==> config.mk <==
export PLATFORM = sky130hd
export DESIGN_NAME = sram_port_arbiter
export DESIGN_NICKNAME = d
export VERILOG_FILES = /design/src/rtl/sram_port_arbiter_pkg.sv /design/src/rtl/arb_id_fifo.sv /design/src/rtl/sram_port_arbiter.sv
export SDC_FILE = /design/constraint.sdc
export NUM_CORES = 1
export LEC_CHECK = 0
export ABC_AREA = 1
export BUFFER_PORTS_ARGS = -buffer_cell sky130_fd_sc_hd__buf_2
export CAP_MARGIN = 20
export CELL_PAD_IN_SITES_DETAIL_PLACEMENT = 1
export CELL_PAD_IN_SITES_GLOBAL_PLACEMENT = 2
export CORE_AREA = 4 4 154 126
export CTS_BUF_LIST = sky130_fd_sc_hd__clkbuf_8
export DETAILED_ROUTE_END_ITERATION = 10
export DIE_AREA = 0 0 158 130
export PLACE_DENSITY = 0.89
export SETUP_SLACK_MARGIN = 0.3
export SLEW_MARGIN = 20
export SYNTH_ARGS = -nofsm -noshare
export SYNTH_HDL_FRONTEND = slang
export SYNTH_SLANG_ARGS = --single-unit
==> constraint.sdc <==
create_clock -name clk -period 2.5 [get_ports clk]
set_input_delay 0.5 -clock clk [delete_from_list [all_inputs] [get_ports clk]]
set_output_delay 0.5 -clock clk [all_outputs]
set_load 0.02 [all_outputs]
==> src/rtl/sram_port_arbiter_pkg.sv <==
// Shared constants for the sram-like port arbiter: requester IDs, FSM encodings
// and transfer sizes.
package sram_port_arbiter_pkg;

    localparam logic REQ_ID_INST = 1'b0;
    localparam logic REQ_ID_DATA = 1'b1;

    typedef enum logic [1:0] {
        ARB_IDLE     = 2'd0,
        ARB_GNT_INST = 2'd1,
        ARB_GNT_DATA = 2'd2
    } arb_state_e;

    localparam logic [1:0] SRAM_SIZE_BYTE = 2'd0;
    localparam logic [1:0] SRAM_SIZE_HALF = 2'd1;
    localparam logic [1:0] SRAM_SIZE_WORD = 2'd2;

endpackage

==> src/rtl/arb_id_fifo.sv <==
// In-order FIFO of 1-bit requester IDs for transactions whose address phase
// has been accepted but whose response has not yet returned.
module arb_id_fifo #(
    parameter int DEPTH = 2
) (
    input  logic clk,
    input  logic resetn,
    input  logic push,
    input  logic push_id,
    input  logic pop,
    output logic full,
    output logic empty,
    output logic head
);

    localparam int PW = (DEPTH > 1) ? $clog2(DEPTH) : 1;
    localparam int CW = $clog2(DEPTH) + 1;

    logic [DEPTH-1:0] id_q;
    logic [PW-1:0]    wr_ptr;
    logic [PW-1:0]    rd_ptr;
    logic [CW-1:0]    count_q;
    logic             push_en;
    logic             pop_en;

    function automatic logic [PW-1:0] ptr_inc(input logic [PW-1:0] p);
        return (p == PW'(DEPTH - 1)) ? '0 : p + 1'b1;
    endfunction

    // full/empty come from the pre-cycle count so a same-cycle push and pop
    // are gated independently and leave the count unchanged
    assign full    = (count_q == CW'(DEPTH));
    assign empty   = (count_q == '0);
    assign push_en = push & ~full;
    assign pop_en  = pop & ~empty;
    assign head    = id_q[rd_ptr];

    always_ff @(posedge clk) begin
        if (!resetn) begin
            id_q    <= '0;
            wr_ptr  <= '0;
            rd_ptr  <= '0;
            count_q <= '0;
        end else begin
            if (push_en) begin
                id_q[wr_ptr] <= push_id;
                wr_ptr       <= ptr_inc(wr_ptr);
            end
            if (pop_en) begin
                rd_ptr <= ptr_inc(rd_ptr);
            end
            case ({push_en, pop_en})
                2'b10:   count_q <= count_q + 1'b1;
                2'b01:   count_q <= count_q - 1'b1;
                default: count_q <= count_q;
            endcase
        end
    end

endmodule

==> src/rtl/sram_port_arbiter.sv <==
// Shares one sram-like port between instruction fetch and data access; data
// wins arbitration, and responses are steered back in issue order.
//
// state        | meaning
// -------------+-------------------------------------------------------
// ARB_IDLE     | no grant; choose data over inst for the next cycle
// ARB_GNT_INST | inst owns the port until its addr_ok or it drops req
// ARB_GNT_DATA | data owns the port until its addr_ok or it drops req
module sram_port_arbiter
    import sram_port_arbiter_pkg::*;
#(
    parameter int OUTSTANDING = 2,
    parameter int AW          = 32,
    parameter int DW          = 32
) (
    input  logic          clk,
    input  logic          resetn,

    input  logic          inst_req,
    input  logic          inst_wr,
    input  logic [1:0]    inst_size,
    input  logic [3:0]    inst_wstrb,
    input  logic [AW-1:0] inst_addr,
    input  logic [DW-1:0] inst_wdata,
    output logic          inst_addr_ok,
    output logic          inst_data_ok,
    output logic [DW-1:0] inst_rdata,

    input  logic          data_req,
    input  logic          data_wr,
    input  logic [1:0]    data_size,
    input  logic [3:0]    data_wstrb,
    input  logic [AW-1:0] data_addr,
    input  logic [DW-1:0] data_wdata,
    output logic          data_addr_ok,
    output logic          data_data_ok,
    output logic [DW-1:0] data_rdata,

    output logic          mem_req,
    output logic          mem_wr,
    output logic [1:0]    mem_size,
    output logic [3:0]    mem_wstrb,
    output logic [AW-1:0] mem_addr,
    output logic [DW-1:0] mem_wdata,
    input  logic          mem_addr_ok,
    input  logic          mem_data_ok,
    input  logic [DW-1:0] mem_rdata
);

    arb_state_e state_q;
    logic       gnt_inst;
    logic       gnt_data;
    logic       fire;
    logic       fifo_full;
    logic       fifo_empty;
    logic       fifo_head;
    logic       rsp_valid;

    // gating with resetn keeps the port quiet during the reset cycle itself
    assign gnt_inst = resetn & (state_q == ARB_GNT_INST);
    assign gnt_data = resetn & (state_q == ARB_GNT_DATA);

    always_comb begin
        mem_req   = 1'b0;
        mem_wr    = 1'b0;
        mem_size  = 2'd0;
        mem_wstrb = 4'd0;
        mem_addr  = '0;
        mem_wdata = '0;
        if (gnt_data) begin
            mem_req   = data_req & ~fifo_full;
            mem_wr    = data_wr;
            mem_size  = data_size;
            mem_wstrb = data_wstrb;
            mem_addr  = data_addr;
            mem_wdata = data_wdata;
        end else if (gnt_inst) begin
            mem_req   = inst_req & ~fifo_full;
            mem_wr    = inst_wr;
            mem_size  = inst_size;
            mem_wstrb = inst_wstrb;
            mem_addr  = inst_addr;
            mem_wdata = inst_wdata;
        end
    end

    assign fire         = mem_req & mem_addr_ok;
    assign inst_addr_ok = fire & gnt_inst;
    assign data_addr_ok = fire & gnt_data;

    // a response with nothing outstanding (stray or post-reset) is dropped
    assign rsp_valid    = resetn & mem_data_ok & ~fifo_empty;
    assign inst_data_ok = rsp_valid & (fifo_head == REQ_ID_INST);
    assign data_data_ok = rsp_valid & (fifo_head == REQ_ID_DATA);
    assign inst_rdata   = mem_rdata;
    assign data_rdata   = mem_rdata;

    always_ff @(posedge clk) begin
        if (!resetn) begin
            state_q <= ARB_IDLE;
        end else begin
            case (state_q)
                ARB_IDLE: begin
                    if (data_req)      state_q <= ARB_GNT_DATA;
                    else if (inst_req) state_q <= ARB_GNT_INST;
                    else               state_q <= ARB_IDLE;
                end
                ARB_GNT_INST: begin
                    if (fire || !inst_req) state_q <= ARB_IDLE;
                end
                ARB_GNT_DATA: begin
                    if (fire || !data_req) state_q <= ARB_IDLE;
                end
                default: state_q <= ARB_IDLE;
            endcase
        end
    end

    arb_id_fifo #(
        .DEPTH (OUTSTANDING)
    ) u_id_fifo (
        .clk     (clk),
        .resetn  (resetn),
        .push    (fire),
        .push_id (gnt_data ? REQ_ID_DATA : REQ_ID_INST),
        .pop     (rsp_valid),
        .full    (fifo_full),
        .empty   (fifo_empty),
        .head    (fifo_head)
    );

endmodule
==> out/metrics.yaml <==
drtIter0Drc: 108
antenna_found_initial: 0
fin_nets: 697
r2r_start: "state_q[0]"
ys_warn_count: 0
nFillCells: 2357
drive_gt1_frac: 0.465
r2r_end: "u_id_fifo.count_q[1]"
cts_tree: "built"
post_cts_resized: 0
slew_headroom: 0.750
p_sw_frac: 0.407
final_antenna_net_count: 0
layout.cells.non_filler: 744
clock.fmax_ghz: 0.483
slew_viol_final: 0
ios: 320
grt_pass1_wl_mm: 12.2
dp.cells: 741
p_int_mw: 0.398
clkSinkCount: 8
period_share: 0.828
netlist.area_leader.share: 0.248
power_frac_comb: 0.552
ys_seq_area_frac: 0.0828
portBuffers: 223
synthCells: 363
grt_use_total: 0.0733
crit_fanout: 37
die_h_um: 130
leakagePower_nw: 1.83
die_x_um: 158
cp.arrival_ns: 1.57
setup_viol: 0
drv_cap: 0
startpoint: "resetn"
clkPwrFrac: 0.238
vias_per_cell: 3.59
period_needed_ns: 2.07
placementRows: 44
vias: 2669
insertion_delay_ns: 0.23
grt_start_max_net_pins: 38
worstHoldPathType: "reg2reg"
tightest_slew_ns: 0.374
root_buffer: "clkbuf_8"
synth_area_per_cell_um2: 5.33
finClkSkew_ns: 0.00109
first_pass_iters: 4
yosysTopAreaCell: "buf_4"
wirelength_mm: 8.39
rsz0062_at_grt: "no"
htree_levels: 1
r2r_cells: 10
most-common-layout-cells: "223 x buf_2, 84 x inv_1, 81 x nand2_1, 75 x o21ai_0, 9 x nor2_1"
worstHoldStart: "u_id_fifo.rd_ptr"
final_common_cell: "buf_2"
wl_per_cell_um: 11.3
core_region_area_um2: 17900
cts.path.max_buffers: 2
area_growth_pct: 48.9
drc_errors: 0
dp_hpwl_mm: 7.37
hold_viol_final: 0
ff2ff_setup_slack_ns: 0.71
clkTransAtPathRegs_ns: 0.04
yosysUniqueCellTypes: 23
endpoint: "mem_wdata[21]"
worstSetupPathType: "in2out"
overflow: 0
tns_ns: 0
initial_core_util: 0.108
grt_pass1_vias: 2661
ys_ff_latch: 8
cts_setup_buffers: 0
status: "finished clean"
end_kind: "output port"
cts-hold-fix-buffers: 0
startpoint_type: "primary input"
netlist_area_um2: 1930
power.switching_mw: 0.273
peakVddDrop_v: 0.000128
synth_area_leaders: "buf_4 25%, o21ai_0 19%, inv_1 16%"
antenna_cells: 0
dieArea_um2: 20500
power-per-cell-area_nw_per_um2: 233
p_seq_frac: 0.209
numCtsBuffers: 3
synth_fp_nets: 544
gp_congestion: 0.753
cp_data_required_time_ns: 2.00
-- through the flow --
stage                     area [um^2]  hold WS, ns  power, mW  setup slack [ns]  utilization
after floorplan                  1930        0.439      0.467             0.562            -
after global placement           2840        0.466      0.514             0.473        0.159
after detailed placement         2840        0.485      0.520             0.431        0.159
after CTS                        2880        0.493      0.689             0.427        0.161
after global routing             2880        0.532      0.728             0.349        0.161
final                            2880        0.492      0.671             0.429        0.161
-- how the worst min path moves through the flow --
stage / endpoint / slack, ns / depth (start not counted)
2_1_floorplan: u_id_fifo.rd_ptr / 0.44 / 1
3_3_place_gp: u_id_fifo.rd_ptr / 0.47 / 1
3_5_place_dp: u_id_fifo.rd_ptr / 0.49 / 1
4_1_cts: u_id_fifo.rd_ptr / 0.49 / 1
5_1_grt: u_id_fifo.rd_ptr / 0.53 / 1
6_report: u_id_fifo.rd_ptr / 0.49 / 1
-- per-layer routing --
metal	up-vias	GRT usage	part of all wire
met5	-	0	0
met4	0	0.0186	0.012
met3	12	0.0405	0.15
met2	170	0.126	0.45
met1	1155	0.0785	0.38
li1	1332	-	-
-- power by group through the flow --
stage	sequential, mW	clock (mW)	combinational (mW)
6_report	0.140	0.160	0.370
5_1_grt	0.141	0.171	0.415
2_1_floorplan	0.141	0	0.326
3_5_place_dp	0.143	0	0.378
3_3_place_gp	0.142	0	0.372
4_1_cts	0.140	0.169	0.379
-- flip-flops by register name, indices dropped and copies added (netlist names) --
| name | count |
|---|---|
| u_id_fifo.count_q | 2 |
| u_id_fifo.wr_ptr | 1 |
| state_q | 2 |
| u_id_fifo.id_q | 2 |
| u_id_fifo.rd_ptr | 1 |
-- area by class of cell --
class                   count  area (um^2)  area share
repair buffers            227         1170       0.407
multi-input cells         190          897       0.311
inverters                  86          323       0.112
well taps                 230          288      0.0999
flip-flops and latches      8          160      0.0556
clock buffers               3         41.3      0.0143
-- cells in the mapped netlist, drive strengths merged --
cell type  instances
a21oi              6
and2               1
buf               72
clkbuf             7
dfxtp              8
ha                 1
inv               86
nand2             81
nand3              5
nand4              6
nor2              11
nor3               3
o21ai             75
xor2               1
-- worst max-delay path, stage by stage --
cell and delay [ns]:
buf_2 0.20, nand3_2 0.11, buf_4 0.24, o21ai_0 0.27, buf_2 0.21
-- logic make-up (layout without fill, tap and decap cells) --
kind of cell,Yosys count,in the layout,synth area share
buffers and inverters,165,316,0.453
and+or+nand+nor,107,107,0.243
AOI/OAI and AO/OA,81,81,0.210
DFF,8,8,0.0828
adders and majority gates,1,1,0.00647
xor gates and xnor gates,1,1,0.00453
Note: power is estimated with default switching activity, not from simulation.
